===== src/rtl/bit_serializer_if.sv =====
// bit_serializer_if: parallel word handshake in, serial bit stream out
interface bit_serializer_if #(
    parameter int WIDTH = 8
);
    logic             s_valid;
    logic [WIDTH-1:0] s_data;
    logic             s_ready;
    logic             bit_out;
    logic             bit_valid;
    logic             bit_last;
    logic             busy;

    modport master (
        output s_valid, s_data,
        input  s_ready, bit_out, bit_valid, bit_last, busy
    );

    modport slave (
        input  s_valid, s_data,
        output s_ready, bit_out, bit_valid, bit_last, busy
    );
endinterface


===== src/rtl/bit_serializer.sv =====
// bit_serializer: shifts accepted parallel words out one bit per clock
module bit_serializer #(
    parameter int WIDTH     = 8,
    parameter bit MSB_FIRST = 1'b1
) (
    input logic              clk,
    input logic              reset,
    bit_serializer_if.slave  bus
);
    localparam int            CW   = $clog2(WIDTH);
    localparam logic [CW-1:0] LAST = CW'(WIDTH - 1);

    typedef enum logic {IDLE, SHIFT} state_t;

    state_t           state_q, state_d;
    logic [CW-1:0]    cnt_q, cnt_d;
    logic [WIDTH-1:0] shreg_q, shreg_d;
    logic             bit_out_q, bit_out_d;
    logic             bit_valid_q, bit_valid_d;
    logic             bit_last_q, bit_last_d;
    logic             busy_q, busy_d;
    logic             at_last;
    logic             s_ready;
    logic             hs;

    // s_ready looks only at state and counter so a new word can land on the last bit
    assign at_last       = (state_q == SHIFT) && (cnt_q == LAST);
    assign s_ready       = (state_q == IDLE) || at_last;
    assign hs            = bus.s_valid && s_ready;
    assign bus.s_ready   = s_ready;
    assign bus.bit_out   = bit_out_q;
    assign bus.bit_valid = bit_valid_q;
    assign bus.bit_last  = bit_last_q;
    assign bus.busy      = busy_q;

    // state, counter, shift register and registered outputs
    always_ff @(posedge clk or posedge reset) begin
        if (reset) begin
            state_q     <= IDLE;
            cnt_q       <= '0;
            shreg_q     <= '0;
            bit_out_q   <= 1'b0;
            bit_valid_q <= 1'b0;
            bit_last_q  <= 1'b0;
            busy_q      <= 1'b0;
        end else begin
            state_q     <= state_d;
            cnt_q       <= cnt_d;
            shreg_q     <= shreg_d;
            bit_out_q   <= bit_out_d;
            bit_valid_q <= bit_valid_d;
            bit_last_q  <= bit_last_d;
            busy_q      <= busy_d;
        end
    end

    // a handshake always (re)enters SHIFT; the last bit without one drops to IDLE
    always_comb begin
        state_d = hs ? SHIFT : (at_last ? IDLE : state_q);
    end

    // present the first bit straight from s_data, later bits from the remaining word
    always_comb begin
        cnt_d       = '0;
        shreg_d     = '0;
        bit_out_d   = 1'b0;
        bit_valid_d = 1'b0;
        bit_last_d  = 1'b0;
        busy_d      = 1'b0;
        if (hs) begin
            shreg_d     = MSB_FIRST ? bus.s_data << 1 : bus.s_data >> 1;
            bit_out_d   = MSB_FIRST ? bus.s_data[WIDTH-1] : bus.s_data[0];
            bit_valid_d = 1'b1;
            busy_d      = 1'b1;
        end else if (state_q == SHIFT && !at_last) begin
            cnt_d       = cnt_q + 1'b1;
            shreg_d     = MSB_FIRST ? shreg_q << 1 : shreg_q >> 1;
            bit_out_d   = MSB_FIRST ? shreg_q[WIDTH-1] : shreg_q[0];
            bit_valid_d = 1'b1;
            bit_last_d  = (cnt_d == LAST);
            busy_d      = 1'b1;
        end
    end
endmodule


===== src/flat_wrapper.sv =====
// flat-port wrapper written by rule: the top's interface ports become plain ports
module bit_serializer_flat 
#(
    parameter int WIDTH     = 8,
    parameter bit MSB_FIRST = 1'b1
)
  (clk, reset, bus_s_valid, bus_s_data, bus_s_ready, bus_bit_out, bus_bit_valid, bus_bit_last, bus_busy);
  bit_serializer_if #(.WIDTH(WIDTH)) bus_i ();
  input logic clk;
  input logic reset;
  input wire logic [$bits(bus_i.s_valid)-1:0] bus_s_valid;
  input wire logic [$bits(bus_i.s_data)-1:0] bus_s_data;
  output wire logic [$bits(bus_i.s_ready)-1:0] bus_s_ready;
  output wire logic [$bits(bus_i.bit_out)-1:0] bus_bit_out;
  output wire logic [$bits(bus_i.bit_valid)-1:0] bus_bit_valid;
  output wire logic [$bits(bus_i.bit_last)-1:0] bus_bit_last;
  output wire logic [$bits(bus_i.busy)-1:0] bus_busy;
  assign bus_i.s_valid = bus_s_valid;
  assign bus_i.s_data = bus_s_data;
  assign bus_s_ready = bus_i.s_ready;
  assign bus_bit_out = bus_i.bit_out;
  assign bus_bit_valid = bus_i.bit_valid;
  assign bus_bit_last = bus_i.bit_last;
  assign bus_busy = bus_i.busy;
  bit_serializer #(.WIDTH(WIDTH), .MSB_FIRST(MSB_FIRST)) u_core (.clk(clk), .reset(reset), .bus(bus_i));
endmodule

===== config.mk =====
export PLATFORM = sky130hd
export DESIGN_NAME = bit_serializer_flat
export DESIGN_NICKNAME = d
export VERILOG_FILES = /design/src/rtl/bit_serializer_if.sv /design/src/rtl/bit_serializer.sv /design/src/flat_wrapper.sv
export SDC_FILE = /design/constraint.sdc
export NUM_CORES = 1
export LEC_CHECK = 0
export CAP_MARGIN = 20
export CORE_AREA = 2 2 42 44
export CTS_CLUSTER_SIZE = 30
export DETAILED_ROUTE_END_ITERATION = 16
export DIE_AREA = 0 0 44 46
export PLACE_DENSITY = 0.73
export SLEW_MARGIN = 20
export SYNTH_ARGS = -nofsm -noshare
export SYNTH_HDL_FRONTEND = slang
export SYNTH_SLANG_ARGS = --single-unit
export TNS_END_PERCENT = 100

===== constraint.sdc =====
create_clock -name clk -period 2.2 [get_ports clk]
set_input_delay 0.66 -clock clk [delete_from_list [all_inputs] [get_ports clk]]
set_output_delay 0.66 -clock clk [all_outputs]
set_load 0.05 [all_outputs]

==> run summary, run 1 <==
Outcome: completed
Avg Synthesized Cell Area: 11.4 µm²
Setup crit start kind: register
Crit path DAT: 1450 ps
Switching pwr: 371 µW
Simple-Gate Fraction of Synth Area: 0.218
Routed WL: 1010 µm
Top-count cell post-synth: dfrtp_1
Initial DRT Pass Iterations: 4
Clock group share of total power: 0.187
Core area: 1610 µm²
Via Count: 426
Ant. Diodes: 0
# DRC: 0
Adder-cell share of the synthesized area: 0.0624
Share of layout cells above drive strength 1: 0.157
Register area share after synthesis: 0.582
RSZ-0062 raised after global routing: no
Worst Reg2Reg Path Length in Cells: 5
Cell area power density: 1250 nW/µm²
Internal: 636 µW
Rows: 15
Initial DRC Count: 9
Period minus WS final: 2110 ps
Final ANT Viol Nets: 0
Hold_buf cts: 0
Non-filler cells, final: 87
Worst EP required: 1540 ps
CTS Buf Count: 3
FF+latch count, synth: 14
Setup ws final: 88.2 ps
Port Buf Inserts: 15
Die Height: 46 µm
Initial core utilization: 0.373
Slew @ Worst Pin: 508 ps
Synth top area share: 0.582
Max Cap Violations: 0
Top Ports: 16
Crit-path cells: ha_2 -> ha_4 -> nor2b_4 -> inv_4 -> buf_4
Syn nets: 67
Final Cycle Share: 0.960
Lkg Pwr: 0.000373 µW
Initial antenna violation count: 0
Pre-CTS WS: 277 ps
CTS tree: done
Post-DR wirelength/cell: 11.6 µm
XOR/XNOR share of the synthesized area: 0
Placed cell count: 82
Max frequency: 474 MHz
Post-synth design cell area: 602 µm²
Fin Clk Skew: 5.30 ps
Final hold violations: 0
Top post-synthesis cells by area: dfrtp_1, nand3b_1, ha_1, o21ai_0, nand2_1
Hold Crit Depth: 2
Largest net degree at the start of global routing: 15
Die footprint: 2020 µm²
HPWL Detailed: 688 µm
Seq pwr share: 0.391
Class of the worst hold path: reg2reg
Worst skew pair latency: 290 ps
Dominant synthesized flop cell: dfrtp_1
Synth Area in Compound Gates: 0.0582
Clk buf depth: 2
Setup CP Type: reg2out
Total Routing Usage GR: 0.118
Post-Syn Instances: 53
Headroom to the max-slew limit: 0.661
FILL cells: 148
Area leader, netlist: dfrtp_1
Worst ir drop on vdd: 0.522 mV
Post-synth EDFFs: 0
Via density: 4.90
Worst-path clk slew: 80 ps
Max incr delay on CP: 400 ps
Critical path peak fanout: 8
CTS H-tree depth: 1
Nets: 85
Final setup violating endpoints: 0
Root Buffer: clkbuf_4
Crit end category: output port
Wire length of the first global-routing pass: 1610 µm
Clock sinks: 14
Post-synthesis async set-or-reset flop share: 1.00
Synth cell types: 15
Synth top cells by count: dfrtp_1, nand2_1, nand3b_1, o21ai_0, ha_1
Vias in the first global route: 372
Fin. max-slew vios: 0
Mux cell area share after synthesis: 0
Ys Warns: 0
Highest-delay cell along the critical path: dfrtp_1
Setup TNS Final: 0 ps
GRT overflow: 0
Net Sw Frac: 0.369
Die W: 44 µm
Main combinational cell family by area after synthesis: simple AND/OR/NAND/NOR gates
Comb power frac: 0.422
GP Congestion: 0.752
Area grow syn2layout: 33.5%
## area by class of cell
| cell class | instances | area, µm² | share of cell area |
|---|---|---|---|
| Clock buffer | 4 | 36.3 | 0.0452 |
| Inverter | 3 | 13.8 | 0.0171 |
| Multi-Input combinational cell | 32 | 219 | 0.273 |
| Sequential cell | 14 | 350 | 0.436 |
| Tap cell | 17 | 21.3 | 0.0265 |
| Timing Repair Buffer | 17 | 163 | 0.202 |
## stage by stage
stage                     hold slack [ps]  utilization  area [µm²]  total power, µW
after detailed placement              457        0.461         744              789
after floorplan                       432            -         602              689
after global placement                438        0.461         744              776
final                                 487        0.498         803             1010
after global routing                  533        0.498         803             1080
after CTS                             470        0.485         783              985
## path summary, 6_finish.rpt
kind                                   start                  end  slack [ps]
max                          u_core.cnt_q[0]          bus_s_ready          90
min                        u_core.shreg_q[3]    u_core.shreg_q[4]         490
max reg2reg                  u_core.cnt_q[0]  u_core.bus.bit_last         890
min reg2reg                u_core.shreg_q[3]    u_core.shreg_q[4]         490
max in group asynchronous              reset      u_core.cnt_q[1]        1160
min in group asynchronous              reset   u_core.bus.bit_out         690
## worst max-delay path: cells and delay by family, from the launching register on
| family | cells | cell delay (ps) |
|---|---|---|
| AND/OR/NAND/NOR | 1 | 140 |
| buffers and inverters | 2 | 240 |
| adder cells (fa/ha/maj) | 2 | 380 |
| flip-flops | 1 | 400 |
## kinds of logic after synthesis
family | Yosys count
buf+inv | 7
fa+ha+maj | 3
compound gates | 7
simple gates | 22
flops | 14
## repair_timing
action / CTS / global route
gates resized for setup: 1 / 2
endpoints found under the setup margin: 1 / 1
setup buffers: 0 / 1
## registers in the layout, summed over array words and instances (netlist names)
signal / cells
u_core.cnt_q: 3
u_core.bus.bit_valid: 1
u_core.state_q: 1
u_core.bus.bit_out: 1
u_core.bus.bit_last: 1
u_core.shreg_q: 7
## cell usage in the layout (no fill, tap or decap), types with 2 or more instances in the layout
master           Yosys  routed
clkdlybuf4s50_1      0      14
clkbuf_4             0       3
inv_1                2       2
and3_1               2       2
o21ai_0              7       7
buf_4                1       3
nand2_1              7       7
nand3b_1             7       7
nand2b_1             2       2
dfrtp_1             14      14
nor2_1               2       2
## power by group through the flow
stage,logic (µW),clock network [µW],registers [µW]
after global placement,385,0,390
final,426,188,394
after global routing,464,208,403
after CTS,399,196,390
after floorplan,250,0,439
after detailed placement,395,0,394
## layer usage
metal,track usage,vias to the layer above,wire (µm)
met5,0,-,0
met4,0.0545,0,18
met1,0.140,197,428
met3,0.0635,2,108
li1,-,207,-
met2,0.176,20,455
Power figures use the tool's default switching activity.
==> run 2: changes to the inputs <==
Settings changed: PLACE_DENSITY 0.73 to not set, PLACE_DENSITY_LB_ADDON set to 0.1.
==> run 2 against run 1 <==
Non-clock buffer count did not move. Fmax rose by 0.13%. Final cell count did not move. Combinational power fell by 2%. Wire length rose by 1.9%. Sequential cell count did not move. Clock power fell by 2%. Utilization did not move. Worst hold slack improved by 2.4 ps. Clock-buffer cell count did not move. Global-route usage rose by 0.20 points. Largest cell class unchanged.
==> run summary, run 2 (synthesis gave the netlist of run 1 again) <==
Outcome: completed
Post-DR wirelength/cell: 11.8 µm (+1.9%)
Hold Slack: 490 ps (+2.42 ps)
Worst EP required: 1540 ps (about the same)
Final setup violating endpoints: 0 (unchanged)
Post-layout util: 0.498 (unchanged)
Setup CP Type: reg2out
Area grow syn2layout: 33.5% (unchanged)
Lkg Pwr: 0.000373 µW (unchanged)
Rows: 15 (unchanged)
Initial DRT Pass Iterations: 2 (-2)
Initial antenna violation count: 0 (unchanged)
Most frequent cells in the layout: clkdlybuf4s50_1, dfrtp_1, nand2_1, nand3b_1, o21ai_0
Class of the worst hold path: reg2reg
Crit path DAT: 1450 ps (about the same)
FF-to-FF End: u_core.bus.bit_last
Crit. Startpoint: u_core.cnt_q[0]
Worst setup endpoint: bus_s_ready
Wire length of the first global-routing pass: 1660 µm (+3.0%)
Max frequency: 474 MHz (+0.13%)
Reg-to-reg slack, setup: 880 ps (about the same)
CTS H-tree depth: 1 (unchanged)
Hold Crit Depth: 2 (unchanged)
Die footprint: 2020 µm² (unchanged)
Routed WL: 1030 µm (+1.9%)
Initial DRC Count: 6 (-3)
Root Buffer: clkbuf_4
Ant. Diodes: 0 (unchanged)
HPWL Detailed: 651 µm (-5.4%)
CTS Buf Count: 3 (unchanged)
Share of layout cells above drive strength 1: 0.157 (unchanged)
Largest Register: u_core.shreg_q
GP Congestion: 0.686 (-8.7%)
Hold_buf cts: 0 (unchanged)
Via density: 4.57 (-6.6%)
Cell area power density: 1240 nW/µm² (-1.0%)
Headroom to the max-slew limit: 0.645 (-0.0159)
CTS tree: done
Worst skew pair latency: 280 ps (about the same)
# DRC: 0 (unchanged)
RSZ-0062 raised after global routing: no
Top Registers: u_core.shreg_q x7, u_core.cnt_q x3
Total chip power: 997 µW (-1.0%)
Max Cap Violations: 0 (unchanged)
Worst Reg2Reg Path Length in Cells: 5 (unchanged)
Clock sinks: 14 (unchanged)
Top Ports: 16 (unchanged)
Nets: 85 (unchanged)
Vias in the first global route: 394 (+5.9%)
Via Count: 398 (-6.6%)
Critical path peak fanout: 8 (unchanged)
GRT overflow: 0 (unchanged)
Die Height: 46 µm (unchanged)
Largest net degree at the start of global routing: 15 (unchanged)
Die W: 44 µm (unchanged)
Slew @ Worst Pin: 532 ps (+23.9 ps)
Worst ir drop on vdd: 0.547 mV (+4.8%)
Setup crit start kind: register
Port Buf Inserts: 15 (unchanged)
Clk buf depth: 2 (unchanged)
Total Routing Usage GR: 0.120 (+0.00198)
Setup TNS Final: 0 ps (unchanged)
Fin Clk Skew: 1.47 ps (-3.83 ps)
Worst-path clk slew: 80 ps (about the same)
Final ANT Viol Nets: 0 (unchanged)
Final hold violations: 0 (unchanged)
Core area: 1610 µm² (unchanged)
Initial core utilization: 0.373 (unchanged)
FF-to-FF Start: u_core.cnt_q[0]
Crit end category: output port
Final Cycle Share: 0.959 (-0.00126)
Max FFs per register: 7 (unchanged)
Period minus WS final: 2110 ps (-2.76 ps)
Fin. max-slew vios: 0 (unchanged)
-- run 2: metal layers --
layer  track usage  up-vias  wire [µm]
met5             0        -          0
met4        0.0909        0          6
met3        0.0278        2         63
met2         0.179       10        456
met1         0.151      181        502
li1              -      205          -
-- run 2: worst min-delay path by stage --
stage / from / endpoint / slack (ps)
3_5_place_dp: u_core.cnt_q[0] / u_core.cnt_q[0] / 460
4_1_cts: u_core.cnt_q[0] / u_core.cnt_q[0] / 470
2_1_floorplan: u_core.cnt_q[0] / u_core.cnt_q[0] / 430
3_3_place_gp: u_core.cnt_q[0] / u_core.cnt_q[0] / 440
5_1_grt: u_core.shreg_q[5] / u_core.shreg_q[6] / 530
6_report: u_core.shreg_q[3] / u_core.shreg_q[4] / 490
-- run 2: final cells by class --
type | count | area, µm²
Tap cell | 17 | 21.3
Inverter | 3 | 13.8
Fill cell | 149 | 811
Multi-Input combinational cell | 32 | 219
Sequential cell | 14 | 350
Clock buffer | 4 | 36.3
Timing Repair Buffer | 17 | 163
-- run 2: critical path, stage by stage (launching register included) --
cell and delay [ps]:
dfrtp_1 410, ha_2 200, ha_4 180, nor2b_4 140
inv_4 50, buf_4 180
-- run 2: repair_timing --
item	4_1_cts	5_1_grt
setup buffers	0	1
resized for setup	1	2
setup endpoints to repair	1	1
-- run 2: report_power, final --
part	switching, µW	total, µW	internal [µW]
logic	232	418	187
registers	46.8	394	348
clock network	83.8	184	101
total	362	997	635
-- run 2: per-stage QoR --
stage / std cells / setup slack, ps / instance area, µm²
2_1_floorplan: 53 / 413 / 602
6_report: 87 / 90.9 / 803
3_5_place_dp: 82 / 266 / 744
3_3_place_gp: 82 / 294 / 744
5_1_grt: 87 / 30.4 / 803
4_1_cts: 86 / 14.4 / 783
